<file path="config.mk">
export PLATFORM = sky130hd
export DESIGN_NAME = stream_downsize
export DESIGN_NICKNAME = d
export VERILOG_FILES = /design/src/rtl/stream_pkg.sv /design/src/rtl/stream_keep_next.sv /design/src/rtl/stream_downsize.sv
export SDC_FILE = /design/constraint.sdc
export NUM_CORES = 1
export LEC_CHECK = 0
export CORE_MARGIN = 5
export CORE_UTILIZATION = 45
export CTS_CLUSTER_SIZE = 12
export DETAILED_ROUTE_END_ITERATION = 8
export PLACE_DENSITY = 0.8
export SKIP_CTS_REPAIR_TIMING = 1
export SLEW_MARGIN = 20
export SYNTH_ARGS = -nofsm -noshare
export SYNTH_HDL_FRONTEND = slang
export SYNTH_SLANG_ARGS = --single-unit
</file>
<file path="constraint.sdc">
create_clock -name clk -period 1.9 [get_ports clk]
set_input_delay 0.38 -clock clk [delete_from_list [all_inputs] [get_ports clk]]
set_output_delay 0.38 -clock clk [all_outputs]
set_load 0.01 [all_outputs]
</file>
<file path="src/rtl/stream_pkg.sv">
// Shared stream definitions: default data width / ratio, the downsizer
// FSM state enum, and a helper returning the highest set bit of a keep mask.
package stream_pkg;

   localparam int STREAM_DATA_WIDTH = 32;
   localparam int STREAM_DATA_RATIO = 4;

   typedef enum logic {
      IDLE = 1'b0,   // holding register empty
      SEND = 1'b1    // at least one kept word still to be sent
   } stream_state_e;

   // Highest set index of a keep mask (up to 16 elements); 0 for an empty mask.
   function automatic logic [3:0] hi_index(input logic [15:0] keep);
      logic [3:0] r;
      r = '0;
      for (int i = 0; i < 16; i++) begin
         if (keep[i]) r = 4'(i);
      end
      return r;
   endfunction

endpackage

</file>
<file path="src/rtl/stream_keep_next.sv">
// Finds the lowest set keep bit at or above start_i.
//   keep_i  : keep mask
//   start_i : first index to consider (may equal RATIO, meaning nothing left)
//   idx_o   : lowest set index >= start_i (0 when none)
//   none_o  : no set bit at or above start_i
module stream_keep_next #(
   parameter int RATIO = 4,
   parameter int SW    = $clog2(RATIO),
   parameter int IW    = $clog2(RATIO + 1)
) (
   input  logic [RATIO-1:0] keep_i,
   input  logic [IW-1:0]    start_i,
   output logic [SW-1:0]    idx_o,
   output logic             none_o
);

   // Scan downwards so the lowest qualifying index wins.
   always_comb begin
      idx_o  = '0;
      none_o = 1'b1;
      for (int i = RATIO - 1; i >= 0; i--) begin
         if (keep_i[i] && (i >= int'(start_i))) begin
            idx_o  = SW'(i);
            none_o = 1'b0;
         end
      end
   end

endmodule

</file>
<file path="src/rtl/stream_downsize.sv">
// Wide-to-narrow stream converter. Accepts one beat of T_DATA_RATIO words
// into a holding register and emits the kept words one per cycle, element 0
// first, skipping cleared keep bits.
//   clk, rst_n              : clock, async active-low reset
//   s_data_i/keep/last/valid: wide input beat, s_ready_o handshake
//   m_data_o/last/valid     : registered narrow output word, m_ready_i handshake
module stream_downsize
   import stream_pkg::*;
#(
   parameter int T_DATA_WIDTH = STREAM_DATA_WIDTH,
   parameter int T_DATA_RATIO = STREAM_DATA_RATIO
) (
   input  logic                    clk,
   input  logic                    rst_n,
   input  logic [T_DATA_WIDTH-1:0] s_data_i [T_DATA_RATIO],
   input  logic [T_DATA_RATIO-1:0] s_keep_i,
   input  logic                    s_last_i,
   input  logic                    s_valid_i,
   output logic                    s_ready_o,
   output logic [T_DATA_WIDTH-1:0] m_data_o,
   output logic                    m_last_o,
   output logic                    m_valid_o,
   input  logic                    m_ready_i
);

   localparam int SW = $clog2(T_DATA_RATIO);
   localparam int IW = $clog2(T_DATA_RATIO + 1);

   stream_state_e           state_q, state_d;
   logic [T_DATA_WIDTH-1:0] data_q [T_DATA_RATIO];
   logic [T_DATA_WIDTH-1:0] data_d [T_DATA_RATIO];
   logic [T_DATA_RATIO-1:0] keep_q, keep_d;
   logic                    last_q, last_d;
   logic [SW-1:0]           idx_q, idx_d;   // index of the word being presented
   logic [SW-1:0]           hi_q, hi_d;     // highest kept index of held beat
   logic [T_DATA_WIDTH-1:0] m_data_q, m_data_d;
   logic                    m_last_q, m_last_d;
   logic                    m_valid_q, m_valid_d;

   logic [SW-1:0] first_idx, nxt_idx, hi_new;
   logic          first_none, nxt_none;
   logic          beat_in, last_word;

   // First kept word of the incoming beat.
   stream_keep_next #(.RATIO(T_DATA_RATIO)) u_first (
      .keep_i (s_keep_i),
      .start_i('0),
      .idx_o  (first_idx),
      .none_o (first_none)
   );

   // Next kept word after the one currently presented.
   stream_keep_next #(.RATIO(T_DATA_RATIO)) u_next (
      .keep_i (keep_q),
      .start_i(IW'(idx_q) + IW'(1)),
      .idx_o  (nxt_idx),
      .none_o (nxt_none)
   );

   assign hi_new    = SW'(hi_index(16'(s_keep_i)));
   assign last_word = (state_q == SEND) && nxt_none;
   // Take the next beat as the final kept word leaves, so beats run without a bubble.
   assign s_ready_o = rst_n && ((state_q == IDLE) || (last_word && m_ready_i));
   assign beat_in   = s_valid_i && s_ready_o;

   always_comb begin
      state_d   = state_q;
      data_d    = data_q;
      keep_d    = keep_q;
      last_d    = last_q;
      idx_d     = idx_q;
      hi_d      = hi_q;
      m_data_d  = m_data_q;
      m_last_d  = m_last_q;
      m_valid_d = m_valid_q;
      if (beat_in) begin
         data_d = s_data_i;
         keep_d = s_keep_i;
         last_d = s_last_i;
         idx_d  = first_idx;
         hi_d   = hi_new;
         if (first_none) begin
            // Empty beat: consumed and dropped, including its last flag.
            state_d   = IDLE;
            keep_d    = '0;
            last_d    = 1'b0;
            m_valid_d = 1'b0;
            m_last_d  = 1'b0;
         end else begin
            state_d   = SEND;
            m_valid_d = 1'b1;
            m_data_d  = s_data_i[first_idx];
            m_last_d  = s_last_i && (first_idx == hi_new);
         end
      end else if ((state_q == SEND) && m_ready_i) begin
         if (nxt_none) begin
            state_d   = IDLE;
            keep_d    = '0;
            m_valid_d = 1'b0;
            m_last_d  = 1'b0;
         end else begin
            idx_d    = nxt_idx;
            m_data_d = data_q[nxt_idx];
            m_last_d = last_q && (nxt_idx == hi_q);
         end
      end
   end

   always_ff @(posedge clk or negedge rst_n) begin
      if (!rst_n) begin
         state_q   <= IDLE;
         data_q    <= '{default: '0};
         keep_q    <= '0;
         last_q    <= 1'b0;
         idx_q     <= '0;
         hi_q      <= '0;
         m_data_q  <= '0;
         m_last_q  <= 1'b0;
         m_valid_q <= 1'b0;
      end else begin
         state_q   <= state_d;
         data_q    <= data_d;
         keep_q    <= keep_d;
         last_q    <= last_d;
         idx_q     <= idx_d;
         hi_q      <= hi_d;
         m_data_q  <= m_data_d;
         m_last_q  <= m_last_d;
         m_valid_q <= m_valid_d;
      end
   end

   assign m_data_o  = m_data_q;
   assign m_last_o  = m_last_q;
   assign m_valid_o = m_valid_q;

endmodule

</file>
==> results.txt <==
Syn_area_per_cell = 12.09 sq um
TNS Setup = -5.107 ns
CP bufs+invs = 3
Layout Area Growth over Synthesis = 49.09%
Final cell count without fillers = 1,095
Vias in the first global route = 6,545
Final setup vio count = 85
Finished Core Util = 0.6849
DR vias/cell = 5.870
Critical path arrival = 2.30 ns
Final Hold Violating Endpoints = 0
Actual slew at the worst max-slew pin = 0.6048 ns
Clock Sinks = 138
Mapped Cells = 630
Final worst setup slack = -0.1056 ns
CP Max Fanout = 7
Clk_skew = 0.01078 ns
Placement row count = 47
CTS root buf = clkbuf_16
DR iter-0 viols = 498
Violated checks = setup timing
CP max-delay cell = dfrtp_2
RSZ-0062 raised after global routing = true
Leakage power = 5.127 nW
Fin area = 11,360 sq um
Outcome = complete, but fails checks
Die Width = 140.1 microns
Die H = 140.1 microns
CTS HTree Levels = 4
Final Cycle Share = 1.056
Post-synthesis compound-gate area fraction = 0.1411
Clock tree buffer depth = 2
Post-Route WL = 24.27 mm
Global route overflow = 0
Critical Path Sink Type = flop
Critical path, cell by cell = buf_6, o21ai_4, a31oi_4, or2_4, buf_12, clkbuf_16, mux2_4
Crit Reg-Reg Startpoint = keep_q[3]
Post-synthesis sequential area ratio = 0.4533
Post-synth cell types = 42
Largest family of logic cells by synthesized area = multiplexers
First-pass GRT wire length = 35.92 mm
Power density cells = 1473 nW/um^2
Synth Cell Area = 7619 sq um
Total vias in the final route = 6,428
Critical Path RT = 2.20 ns
Yosys reg bits = 138
Nets = 999
Max Cap Violations = 0
Fraction of layout cells with a size suffix above 1 = 0.3383
Hold WS = 0.008332 ns
Ant diodes = 0
TritonCTS buffer count = 17
CTS tree = done
Number of antenna violations at the first check in global routing = 0
Asr flop ratio synth = 1.000
Setup slack of the most critical reg-to-reg path = -0.11 ns
Worst Hold Class = input pin to async pin
Critical path's largest stage delay = 0.45 ns
Total Power = 16.73 mW
Dpl hpwl = 15.85 mm
Fill cell count = 1,159
Startpoint Class = flop
Crit path from = keep_q[3]
Clock-pin slew of the registers on the worst-case setup and hold paths = 0.06 ns
Post-synthesis mux area share = 0.2733
Slew Limit Fails = 0
Die ar. = 19,630 sq um
Simple-gate portion of the synthesized area = 0.06060
Post-synthesis xor/xnor area fraction = 0.001150
Final min period = 2.006 ns
Post-synth EDFFs = 0
YS warnings = 0
Setup CP Type = flop to flop
Ys flop type = dfrtp_1
Max Freq = 498.6 MHz
Post-Syn Nets = 767
Placed cells = 1,037
Routed wire per std cell = 22.16 microns
Crit path max-delay family = buffers and inverters
Remaining DRCs = 0
Adder-cell share of the synthesized area = 0
Core area = 16,580 sq um
Largest net degree at the start of global routing = 104
Post-DP Area = 10,080 sq um
Final ANT Viol Nets = 0
Clk Latency, worst-skew pair = 0.42 ns
Starting Density = 0.4594
Pre-antenna DRT Iters = 6
Final Wtd Congestion = 0.8773
Global-route usage over all layers = 0.2304
Port buffer count = 171
Max_slew headroom = 0.5968
Dpl ws = -0.5218 ns
Ports = 172
Max VDD drop = 0.0008649 V
sequential cells by signal (all words and copies together) (netlist names):
| register | flops |
|---|---|
| keep_q | 3 |
| m_last_o | 1 |
| idx_q | 2 |
| m_valid_o | 1 |
| last_q | 1 |
| data_q | 96 |
| m_data_o | 32 |
| hi_q | 2 |
cell families (layout without fill, tap and decap cells):
group | count (synthesis) | count (layout)
compound gates | 161 | 161
flops | 138 | 138
mux | 129 | 129
simple gates | 91 | 92
buf+inv | 110 | 354
xor+xnor | 1 | 1
final cells by class:
type                            count  area, sq um  share of cell area
Clock inverter                     12        172.7             0.01520
Inverter                           57        214.0             0.01884
Timing Repair Buffer              265         2849              0.2508
Multi-Input combinational cell    383         3945              0.3473
Clock buffer                       20        446.7             0.03933
Tap cell                          220        275.3             0.02423
Sequential cell                   138         3456              0.3043
layer usage:
metal,wire length [microns],part of all wire,track usage,vias up
li1,-,-,-,2797
met1,10180,0.42,0.3127,3278
met2,12090,0.50,0.3763,315
met3,1671,0.069,0.05351,38
met4,327,0.013,0.05966,0
met5,0,0,0,-
synthesized netlist by cell type (4+ instances only):
master    number  area (sq um)
a211oi_1      46         345.3
a21o_1         5         37.54
a21oi_1       38         190.2
a221oi_1       8         70.07
buf_2          4         20.02
buf_4          4         30.03
buf_8          8         120.1
clkbuf_1      33         123.9
dfrtp_1      138          3453
inv_1         57         214.0
mux2_1         6         67.56
mux2_2        18         202.7
mux2_4        72          1081
mux4_2        32         720.7
nand2_1       13         48.80
nand2b_1       4         25.02
nand3_1       10         50.05
nand3b_1       6         45.04
nor2_1        18         67.56
nor3_1        29         145.1
o211ai_1       7         52.55
o21ai_0       22         110.1
o22ai_1       21         131.4
o32ai_1        5         43.79
path summary, 6_finish.rpt:
check	end	cells after the start
min in group clk	keep_q[3]	4
worst max-delay path	data_q[77]	7
max in group asynchronous	data_q[13]	2
worst min register to register	data_q[0]	1
worst max register to register	data_q[77]	7
worst min-delay path	m_data_o[1]	2
power by group:
part           total, mW  switching, mW  internal, mW  leakage, nW
sequential          5.38          0.974          4.41         1.60
combinational       7.83           3.47          4.36         3.23
clock               3.52           1.29          2.23        0.300
placed cells by master, fill, tap and decap left out, types with 3 or more instances in the layout:
cell,synthesis,final
o21ai_4,0,4
mux4_2,32,32
bufinv_16,0,4
nor2_1,18,15
clkdlybuf4s50_1,0,165
buf_4,4,52
nand3b_1,6,6
o21ai_0,22,17
nand2_1,13,13
a211oi_1,46,41
clkbuf_16,0,25
nand3_1,10,9
a21o_1,5,5
nor3_2,0,7
a221oi_1,8,6
mux2_1,6,4
o22ai_1,21,19
nor3_1,29,21
nand2b_1,4,4
o21ai_1,1,3
a21oi_1,38,38
o32ai_2,0,5
buf_6,2,15
mux2_4,72,90
dfrtp_1,138,136
dlymetal6s2s_1,0,4
or2_4,0,3
buf_12,0,16
clkinv_2,0,4
a211oi_2,1,6
o211ai_1,7,7
inv_1,57,56
Power figures use the tool's default switching activity.
